<file path="src/rtl/ahb_default_slave_v2_pkg.sv">
// -----------------------------------------------------------------------------
// ahb_default_slave_v2_pkg
//   Shared AHB definitions for the default-slave slice: HTRANS and HRESP
//   encodings plus the default-slave FSM state encoding.
//   No ports (package).
// -----------------------------------------------------------------------------
package ahb_default_slave_v2_pkg;

  localparam logic [1:0] HTRANS_IDLE   = 2'b00;
  localparam logic [1:0] HTRANS_BUSY   = 2'b01;
  localparam logic [1:0] HTRANS_NONSEQ = 2'b10;
  localparam logic [1:0] HTRANS_SEQ    = 2'b11;

  localparam logic [1:0] HRESP_OKAY  = 2'b00;
  localparam logic [1:0] HRESP_ERROR = 2'b01;
  localparam logic [1:0] HRESP_RETRY = 2'b10;
  localparam logic [1:0] HRESP_SPLIT = 2'b11;

  typedef enum logic [2:0] {
    ST_IDLE = 3'd0,
    ST_WAIT = 3'd1,
    ST_ERR1 = 3'd2,
    ST_ERR2 = 3'd3,
    ST_RAZ  = 3'd4
  } ds_state_t;

endpackage

</file>
<file path="src/rtl/ahb_default_slave_v2_if.sv">
// -----------------------------------------------------------------------------
// ahb_default_slave_v2_if
//   AHB slave-side signal bundle for the default slave.
//   slave modport : hsel, hreadyin, haddr, htrans, hwrite, hsize, hburst,
//                   hwdata, hmaster, hmastlock in; hreadyout, hresp, hrdata,
//                   hsplit out.
//   master modport: the mirror image.
// -----------------------------------------------------------------------------
interface ahb_default_slave_v2_if #(
  parameter int ADDR_W = 32,
  parameter int DATA_W = 32
);
  logic              hsel;
  logic              hreadyin;
  logic [ADDR_W-1:0] haddr;
  logic [1:0]        htrans;
  logic              hwrite;
  logic [2:0]        hsize;
  logic [2:0]        hburst;
  logic [DATA_W-1:0] hwdata;
  logic [3:0]        hmaster;
  logic              hmastlock;
  logic              hreadyout;
  logic [1:0]        hresp;
  logic [DATA_W-1:0] hrdata;
  logic [15:0]       hsplit;

  modport slave (
    input  hsel, hreadyin, haddr, htrans, hwrite, hsize, hburst,
           hwdata, hmaster, hmastlock,
    output hreadyout, hresp, hrdata, hsplit
  );

  modport master (
    output hsel, hreadyin, haddr, htrans, hwrite, hsize, hburst,
           hwdata, hmaster, hmastlock,
    input  hreadyout, hresp, hrdata, hsplit
  );
endinterface

</file>
<file path="src/rtl/ahb_default_slave_v2_errlog.sv">
// -----------------------------------------------------------------------------
// ahb_ds_errlog
//   Sticky log of the first transfer accepted by the default slave.
//   Ports: HCLK, HRESETn (async, active-low); capture (accepted transfer),
//   addr/master/write (address-phase info); err_clr (clear request);
//   err_valid, err_addr, err_master, err_write, err_ovf (log outputs).
//   A capture arriving while the log is full only raises err_ovf; a capture
//   coinciding with err_clr replaces the entry and leaves err_ovf low.
// -----------------------------------------------------------------------------
module ahb_ds_errlog #(
  parameter int ADDR_W = 32
) (
  input  logic              HCLK,
  input  logic              HRESETn,
  input  logic              capture,
  input  logic [ADDR_W-1:0] addr,
  input  logic [3:0]        master,
  input  logic              write,
  input  logic              err_clr,
  output logic              err_valid,
  output logic [ADDR_W-1:0] err_addr,
  output logic [3:0]        err_master,
  output logic              err_write,
  output logic              err_ovf
);
  logic              valid_reg;
  logic [ADDR_W-1:0] addr_reg;
  logic [3:0]        master_reg;
  logic              write_reg;
  logic              ovf_reg;

  always_ff @(posedge HCLK or negedge HRESETn) begin
    if (!HRESETn) begin
      valid_reg  <= 1'b0;
      addr_reg   <= '0;
      master_reg <= '0;
      write_reg  <= 1'b0;
      ovf_reg    <= 1'b0;
    end else if (capture && (!valid_reg || err_clr)) begin
      valid_reg  <= 1'b1;
      addr_reg   <= addr;
      master_reg <= master;
      write_reg  <= write;
      ovf_reg    <= 1'b0;
    end else if (capture) begin
      ovf_reg    <= 1'b1;
    end else if (err_clr) begin
      valid_reg  <= 1'b0;
      ovf_reg    <= 1'b0;
    end
  end

  assign err_valid  = valid_reg;
  assign err_addr   = addr_reg;
  assign err_master = master_reg;
  assign err_write  = write_reg;
  assign err_ovf    = ovf_reg;
endmodule

</file>
<file path="src/rtl/ahb_default_slave_v2.sv">
// -----------------------------------------------------------------------------
// ahb_default_slave_v2
//   AHB default slave for unmapped regions. Every accepted NONSEQ/SEQ gets
//   WAIT_CYCLES wait states, then either a two-cycle ERROR (ERR_MODE=1) or a
//   single OKAY beat returning RAZ_VALUE on reads (ERR_MODE=0). Outputs are
//   decoded from registered state only. DATA_W must be 32 or 64,
//   WAIT_CYCLES 0..15.
//   Ports: HCLK, HRESETn (async, active-low), bus (ahb_default_slave_v2_if
//   slave modport). With AHB_DS_ERRLOG_EN defined, adds err_valid, err_addr,
//   err_master, err_write, err_ovf (out) and err_clr (in).
// -----------------------------------------------------------------------------
module ahb_default_slave_v2
  import ahb_default_slave_v2_pkg::*;
#(
  parameter int              ADDR_W      = 32,
  parameter int              DATA_W      = 32,
  parameter int              WAIT_CYCLES = 0,
  parameter int              ERR_MODE    = 1,
  parameter logic [DATA_W-1:0] RAZ_VALUE = '0
) (
  input  logic              HCLK,
  input  logic              HRESETn,
  ahb_default_slave_v2_if.slave bus
`ifdef AHB_DS_ERRLOG_EN
  ,
  output logic              err_valid,
  output logic [ADDR_W-1:0] err_addr,
  output logic [3:0]        err_master,
  output logic              err_write,
  output logic              err_ovf,
  input  logic              err_clr
`endif
);
  localparam logic [3:0] WAIT_LOAD = (WAIT_CYCLES > 0) ? 4'(WAIT_CYCLES - 1) : 4'd0;
  localparam ds_state_t  ST_RESP   = (ERR_MODE != 0) ? ST_ERR1 : ST_RAZ;
  localparam ds_state_t  ST_FIRST  = (WAIT_CYCLES > 0) ? ST_WAIT : ST_RESP;

  ds_state_t  state_reg, state_next;
  logic [3:0] wait_cnt_reg, wait_cnt_next;
  logic       write_reg, write_next;
  logic       accept;
  logic       take;

  logic              hreadyout_dec;
  logic [1:0]        hresp_dec;
  logic [DATA_W-1:0] hrdata_dec;

  assign accept = bus.hsel & bus.hreadyin & bus.htrans[1];

  // A new address phase can only be taken in the states that drive
  // HREADYOUT high; in WAIT/ERR1 the bus is stalled by this slave.
  assign take = accept & ((state_reg == ST_IDLE) || (state_reg == ST_ERR2) ||
                          (state_reg == ST_RAZ));

  always_ff @(posedge HCLK or negedge HRESETn) begin
    if (!HRESETn) begin
      state_reg    <= ST_IDLE;
      wait_cnt_reg <= 4'd0;
      write_reg    <= 1'b0;
    end else begin
      state_reg    <= state_next;
      wait_cnt_reg <= wait_cnt_next;
      write_reg    <= write_next;
    end
  end

  always_comb begin
    state_next    = state_reg;
    wait_cnt_next = wait_cnt_reg;
    write_next    = write_reg;
    case (state_reg)
      ST_IDLE, ST_ERR2, ST_RAZ: begin
        if (take) begin
          state_next    = ST_FIRST;
          wait_cnt_next = WAIT_LOAD;
          write_next    = bus.hwrite;
        end else begin
          state_next    = ST_IDLE;
        end
      end
      ST_WAIT: begin
        if (wait_cnt_reg == 4'd0) state_next = ST_RESP;
        else                      wait_cnt_next = wait_cnt_reg - 4'd1;
      end
      ST_ERR1: state_next = ST_ERR2;
      default: state_next = ST_IDLE;
    endcase
  end

  always_comb begin
    hreadyout_dec = 1'b1;
    hresp_dec     = HRESP_OKAY;
    hrdata_dec    = '0;
    case (state_reg)
      ST_WAIT: hreadyout_dec = 1'b0;
      ST_ERR1: begin
        hreadyout_dec = 1'b0;
        hresp_dec     = HRESP_ERROR;
      end
      ST_ERR2: hresp_dec = HRESP_ERROR;
      ST_RAZ:  if (!write_reg) hrdata_dec = RAZ_VALUE;
      default: ;
    endcase
  end

  assign bus.hreadyout = hreadyout_dec;
  assign bus.hresp     = hresp_dec;
  assign bus.hrdata    = hrdata_dec;
  assign bus.hsplit    = 16'h0000;

`ifdef AHB_DS_ERRLOG_EN
  ahb_ds_errlog #(.ADDR_W(ADDR_W)) u_errlog (
    .HCLK       (HCLK),
    .HRESETn    (HRESETn),
    .capture    (take),
    .addr       (bus.haddr),
    .master     (bus.hmaster),
    .write      (bus.hwrite),
    .err_clr    (err_clr),
    .err_valid  (err_valid),
    .err_addr   (err_addr),
    .err_master (err_master),
    .err_write  (err_write),
    .err_ovf    (err_ovf)
  );

  logic unused_inputs;
  assign unused_inputs = ^{bus.hsize, bus.hburst, bus.hwdata, bus.hmastlock};
`else
  // Address-phase attributes do not influence the response.
  logic unused_inputs;
  assign unused_inputs = ^{bus.hsize, bus.hburst, bus.hwdata, bus.hmastlock,
                           bus.haddr, bus.hmaster};
`endif
endmodule

</file>
<file path="src/flat_wrapper.sv">
// flat-port wrapper written by rule: the top's interface ports become plain ports
module ahb_default_slave_v2_flat import ahb_default_slave_v2_pkg::*;
#(
  parameter int              ADDR_W      = 32,
  parameter int              DATA_W      = 32,
  parameter int              WAIT_CYCLES = 0,
  parameter int              ERR_MODE    = 1,
  parameter logic [DATA_W-1:0] RAZ_VALUE = '0
)
  (HCLK, HRESETn, bus_hsel, bus_hreadyin, bus_haddr, bus_htrans, bus_hwrite, bus_hsize, bus_hburst, bus_hwdata, bus_hmaster, bus_hmastlock, bus_hreadyout, bus_hresp, bus_hrdata, bus_hsplit);
  ahb_default_slave_v2_if #(.ADDR_W(ADDR_W), .DATA_W(DATA_W)) bus_i ();
  input  logic HCLK;
  input  logic HRESETn;
  input wire logic [$bits(bus_i.hsel)-1:0] bus_hsel;
  input wire logic [$bits(bus_i.hreadyin)-1:0] bus_hreadyin;
  input wire logic [$bits(bus_i.haddr)-1:0] bus_haddr;
  input wire logic [$bits(bus_i.htrans)-1:0] bus_htrans;
  input wire logic [$bits(bus_i.hwrite)-1:0] bus_hwrite;
  input wire logic [$bits(bus_i.hsize)-1:0] bus_hsize;
  input wire logic [$bits(bus_i.hburst)-1:0] bus_hburst;
  input wire logic [$bits(bus_i.hwdata)-1:0] bus_hwdata;
  input wire logic [$bits(bus_i.hmaster)-1:0] bus_hmaster;
  input wire logic [$bits(bus_i.hmastlock)-1:0] bus_hmastlock;
  output wire logic [$bits(bus_i.hreadyout)-1:0] bus_hreadyout;
  output wire logic [$bits(bus_i.hresp)-1:0] bus_hresp;
  output wire logic [$bits(bus_i.hrdata)-1:0] bus_hrdata;
  output wire logic [$bits(bus_i.hsplit)-1:0] bus_hsplit;
  assign bus_i.hsel = bus_hsel;
  assign bus_i.hreadyin = bus_hreadyin;
  assign bus_i.haddr = bus_haddr;
  assign bus_i.htrans = bus_htrans;
  assign bus_i.hwrite = bus_hwrite;
  assign bus_i.hsize = bus_hsize;
  assign bus_i.hburst = bus_hburst;
  assign bus_i.hwdata = bus_hwdata;
  assign bus_i.hmaster = bus_hmaster;
  assign bus_i.hmastlock = bus_hmastlock;
  assign bus_hreadyout = bus_i.hreadyout;
  assign bus_hresp = bus_i.hresp;
  assign bus_hrdata = bus_i.hrdata;
  assign bus_hsplit = bus_i.hsplit;
  ahb_default_slave_v2 #(.ADDR_W(ADDR_W), .DATA_W(DATA_W), .WAIT_CYCLES(WAIT_CYCLES), .ERR_MODE(ERR_MODE), .RAZ_VALUE(RAZ_VALUE)) u_core (.HCLK(HCLK), .HRESETn(HRESETn), .bus(bus_i));
endmodule
</file>
<file path="config.mk">
export PLATFORM = sky130hd
export DESIGN_NAME = ahb_default_slave_v2_flat
export DESIGN_NICKNAME = d
export VERILOG_FILES = /design/src/rtl/ahb_default_slave_v2_pkg.sv /design/src/rtl/ahb_default_slave_v2_if.sv /design/src/rtl/ahb_default_slave_v2_errlog.sv /design/src/rtl/ahb_default_slave_v2.sv /design/src/flat_wrapper.sv
export SDC_FILE = /design/constraint.sdc
export NUM_CORES = 1
export LEC_CHECK = 0
export BUFFER_PORTS_ARGS = -buffer_cell sky130_fd_sc_hd__buf_4
export CORE_ASPECT_RATIO = 0.5
export CORE_MARGIN = 2
export CORE_UTILIZATION = 25
export DETAILED_ROUTE_END_ITERATION = 6
export GPL_TIMING_DRIVEN = 0
export PLACE_DENSITY_LB_ADDON = 0.08
export SKIP_LAST_GASP = 1
export SLEW_MARGIN = 20
export SYNTH_ARGS = -nofsm -noshare
export SYNTH_HDL_FRONTEND = slang
export SYNTH_SLANG_ARGS = --single-unit
</file>
<file path="constraint.sdc">
create_clock -name HCLK -period 5.25 [get_ports HCLK]
set_clock_uncertainty 0.15 [all_clocks]
set_input_delay 1.3125 -clock HCLK [delete_from_list [all_inputs] [get_ports HCLK]]
set_output_delay 1.3125 -clock HCLK [all_outputs]
set_load 0.02 [all_outputs]
</file>
* Word level (Yosys, flattened, before mapping)
Cells that the tools add are included.
Operators by class: mux-type cells 8, bitwise operators 3, equality and inequality tests 7, add/sub/neg operators 1, reduce and logical (&&, ||, !) cells 9
Operator list (number):
- 3-bit one-hot mux with 3 select lines | 1
- 4-bit two-way mux | 2
- 4-bit one-hot mux with 2 select lines | 1
- 3-bit by 2-bit equality test with 1-bit output (second input constant) | 2
- 4-bit logical NOT | 1
- 2-bit by 1-bit != test with 1-bit output (second input constant) | 2
- 2-bit OR reduction | 2
- 4-bit by 1-bit subtractor with 4-bit output (second input constant) | 1
- 1-bit AND | 3
- 3-bit by 1-bit equality test with 1-bit output (second input constant) | 1
- 3-bit equality test (second input constant) | 1
- 3-bit logical NOT | 1
- 3-bit two-way mux | 1
- 3-bit AND reduction | 1
- 3-bit OR reduction | 1
- 1-bit logical OR | 2
- 1-bit two-way mux | 2
- 2-bit two-way mux | 1
- 2-bit != test (second input constant) | 1
- 2-bit nonzero test | 1
Storage, ports and cells: input port bits 82, logic and storage cells 30, register bits after elaboration 7

* Depth between registers and ports, before layout
word-level depth 6, mapped depth 5, gate-level depth less buffers 5

* Worst setup path after synthesis
No wires, ideal clock.
path kind flip-flop to output port, start register u_core.state_reg[0], end output port bus_hresp[0], data arrival time 0.967 ns, cell stages (with the launch flop) 4, data required time 3.788 ns, setup slack 2.820 ns, path through dfrtp_1 > inv_1 > ha_1 > or2_2
On the way: cells in the longest elaborated chain, start to end 3, elaborated cells on any way between the ends 4, classes of those cells eq/ne: 2; mux: 1; reduce/logical: 1
Ends and longest elaborated chain:
- start, declared | line ahb_default_slave_v2.sv:38 | ds_state_t state_reg, state_next;
- start signal, assigned | line ahb_default_slave_v2.sv:61 | state_reg <= state_next;
- 3-bit by 2-bit equality test with 1-bit output | line ahb_default_slave_v2.sv:94 | case (state_reg)
- 2-bit OR reduction (no source line) (*)
- 1-bit two-way mux (*) | line ahb_default_slave_v2.sv:94
- end, declared | line flat_wrapper.sv:25 | output wire logic [$bits(bus_i.hresp)-1:0] bus_hresp;
Mark *: on every way between the ends. The rest lies on a longest branch, timed or not.

* Final worst setup path
Same ends and word-level chain as after synthesis.

==> metrics.yaml <==
finish:
  fin_nets: 240
  areaGrowthSynthToFinish_pct: 38.5
  largest_reg_flops: 4
  num_antenna_cells: 0
  layout_commonest_cell: "buf_4"
  final_cell_mix: "buf_4 (55), conb_1 (49), nand3_1 (7)"
  drive_gt1_share_pct: 43.7
clock_network:
  cts_tree: "done"
  clk_pin_slew_worst_paths_ns: 0.04
  cts_buffers: 3
  insertion_delay_ns: 0.22
  cts_resized: 0
  cts_buffer_depth: 2
  hold_buffers: 0
  cts_setup_buffers: 0
  cts_sinks: 6
  cts-root-buf: "clkbuf_8"
  htree_levels: 1
synthesis:
  yosysWarnings: 0
  syn_avg_cell_area_um2: 8.75
  syn_inst: 94
  synth.distinct_cells: 22
  syn_area_um2: 822
  synth-seq-cells: 6
  synth_seq_area_share_pct: 18.3
power:
  leakagePower_nw: 0.691
  power_density_nw_per_um2: 388
  ir_worst_vdd_mv: 0.124
detailed_routing:
  drt_iter0_drc: 26
  wl_um: 1220
  vias: 570
  drt_first_pass_iters: 4
  drt-vias-per-instance: 2.98
  drcViolationCount: 0
  wl_per_cell_um: 6.38
  ant_nets: 0
floorplanning:
  placementRows: 14
  core_um2: 3070
  io_pins: 133
  die_y_um: 44.5
  die_w_um: 85.1
  die_area_um2: 3790
  initial_core_util_pct: 26.8
critical_path:
  path_max_fanout: 4
  cp-start-kind: "flop"
  worstSetupPathType: "reg2out"
  cp.required_ns: 3.79
  critPathBufInv: 2
  max_stage_delay_ns: 0.40
  crit_chain: "inv_1, ha_1, or2_2, buf_4"
  cp_top_family: "flip-flops"
  crit_slowest_cell: "dfrtp_1"
  arrival_ns: 1.37
  cp-end-kind: "output port"
timing:
  rsz0062_at_grt: "no"
  hold_viol: 0
  finalCritPeriodShare_pct: 53.9
  period_minus_slack_ns: 2.83
  drv_slew: 0
  fin_ws_ns: 2.42
  finalSetupViolCount: 0
  fmax_mhz: 353
  fin_setup_tns_ns: 0
place:
  io_buffers: 6
  place_hpwl_um: 1090
  pre_cts_ws_ns: 2.65
  gp_congestion: 0.798
global_routing:
  gr-total-overflow: 0
  grt_pass1_wl_um: 1970
  antenna_found_initial: 0
  grt_max_degree: 9
  grt_pass1_vias: 477
  grt_usage_pct: 6.45
outcome:
  outcome: "finished clean"
run:
  drv_cap: 0
min_path:
  hold_class: "reg2reg"
## power by group
| group | total, mW | switching (mW) | internal, mW |
|---|---|---|---|
| combinational | 0.288 | 0.151 | 0.136 |
| clock | 0.0682 | 0.0190 | 0.0492 |
| sequential | 0.0860 | 0.0214 | 0.0646 |
| total | 0.442 | 0.192 | 0.250 |
## kinds of logic after synthesis
kind of cell	share of synthesized area, %
compound gates	6.39
fa+ha+maj	7.61
buf+inv	47.0
flops	18.3
mux	3.65
other cells	0.456
simple gates	16.6
## layer usage
metal	routed length (um)	GRT usage, %	part of all wire, %
met4	0	3.81	0
met5	0	0	0
met1	521	7.69	43
met2	538	11.3	44
met3	158	1.12	13
## worst register-to-register path, delay by kind of cell (launching register included)
family | cells | cell delay [ns]
buf+inv | 1 | 0.13
flops | 1 | 0.40
mux | 1 | 0.29
simple gates | 2 | 0.52
fa+ha+maj | 1 | 0.19
## cell type report
type	count	area, um^2
repair buffers	6	45.0
multi-input cells	82	465
fillers	329	1930
clock buffers	3	41.3
inverters	5	18.8
well taps	40	50.0
flip-flops and latches	6	150
plain buffers	49	368
## through the flow
| stage | std cells | cell area [um^2] | utilization [%] | hold WS [ns] | power [mW] |
|---|---|---|---|---|---|
| 2_1_floorplan | 142 | 1000 | - | 0.385 | 0.320 |
| 3_3_place_gp | 188 | 1100 | 35.8 | 0.428 | 0.375 |
| 3_5_place_dp | 188 | 1100 | 35.8 | 0.427 | 0.373 |
| 4_1_cts | 191 | 1140 | 37.1 | 0.437 | 0.445 |
| 5_1_grt | 191 | 1140 | 37.1 | 0.445 | 0.483 |
| 6_report | 191 | 1140 | 37.1 | 0.439 | 0.442 |
## worst paths after layout
check	from	to	slack, ns	cells past startpoint
max	u_core.state_reg[0]	bus_hresp[0]	2.42	4
min	u_core.wait_cnt_reg[0]	u_core.wait_cnt_reg[0]	0.44	2
max reg2reg	u_core.wait_cnt_reg[0]	u_core.state_reg[1]	3.45	5
min reg2reg	u_core.wait_cnt_reg[0]	u_core.wait_cnt_reg[0]	0.44	2
max in group asynchronous	HRESETn	u_core.state_reg[1]	4.10	1
min in group asynchronous	HRESETn	u_core.wait_cnt_reg[1]	0.74	1
## cells in the mapped netlist, drive strengths merged
| cell | count | area, um^2 |
|---|---|---|
| dfrtp | 6 | 150 |
| o311ai | 1 | 8.76 |
| nor2b | 1 | 6.26 |
| o32ai | 1 | 16.3 |
| nand3 | 7 | 35.0 |
| conb | 1 | 3.75 |
| o211ai | 3 | 22.5 |
| or2 | 2 | 12.5 |
| nand3b | 1 | 7.51 |
| or3b | 1 | 11.3 |
| nand4 | 1 | 6.26 |
| a21oi | 1 | 5.00 |
| inv | 5 | 18.8 |
| nand4b | 1 | 15.0 |
| buf | 49 | 368 |
| nand2 | 3 | 18.8 |
| and2 | 1 | 8.76 |
| mux2 | 2 | 30.0 |
| ha | 5 | 62.6 |
| nor3b | 2 | 15.0 |
(Power assumes the default switching activity.)
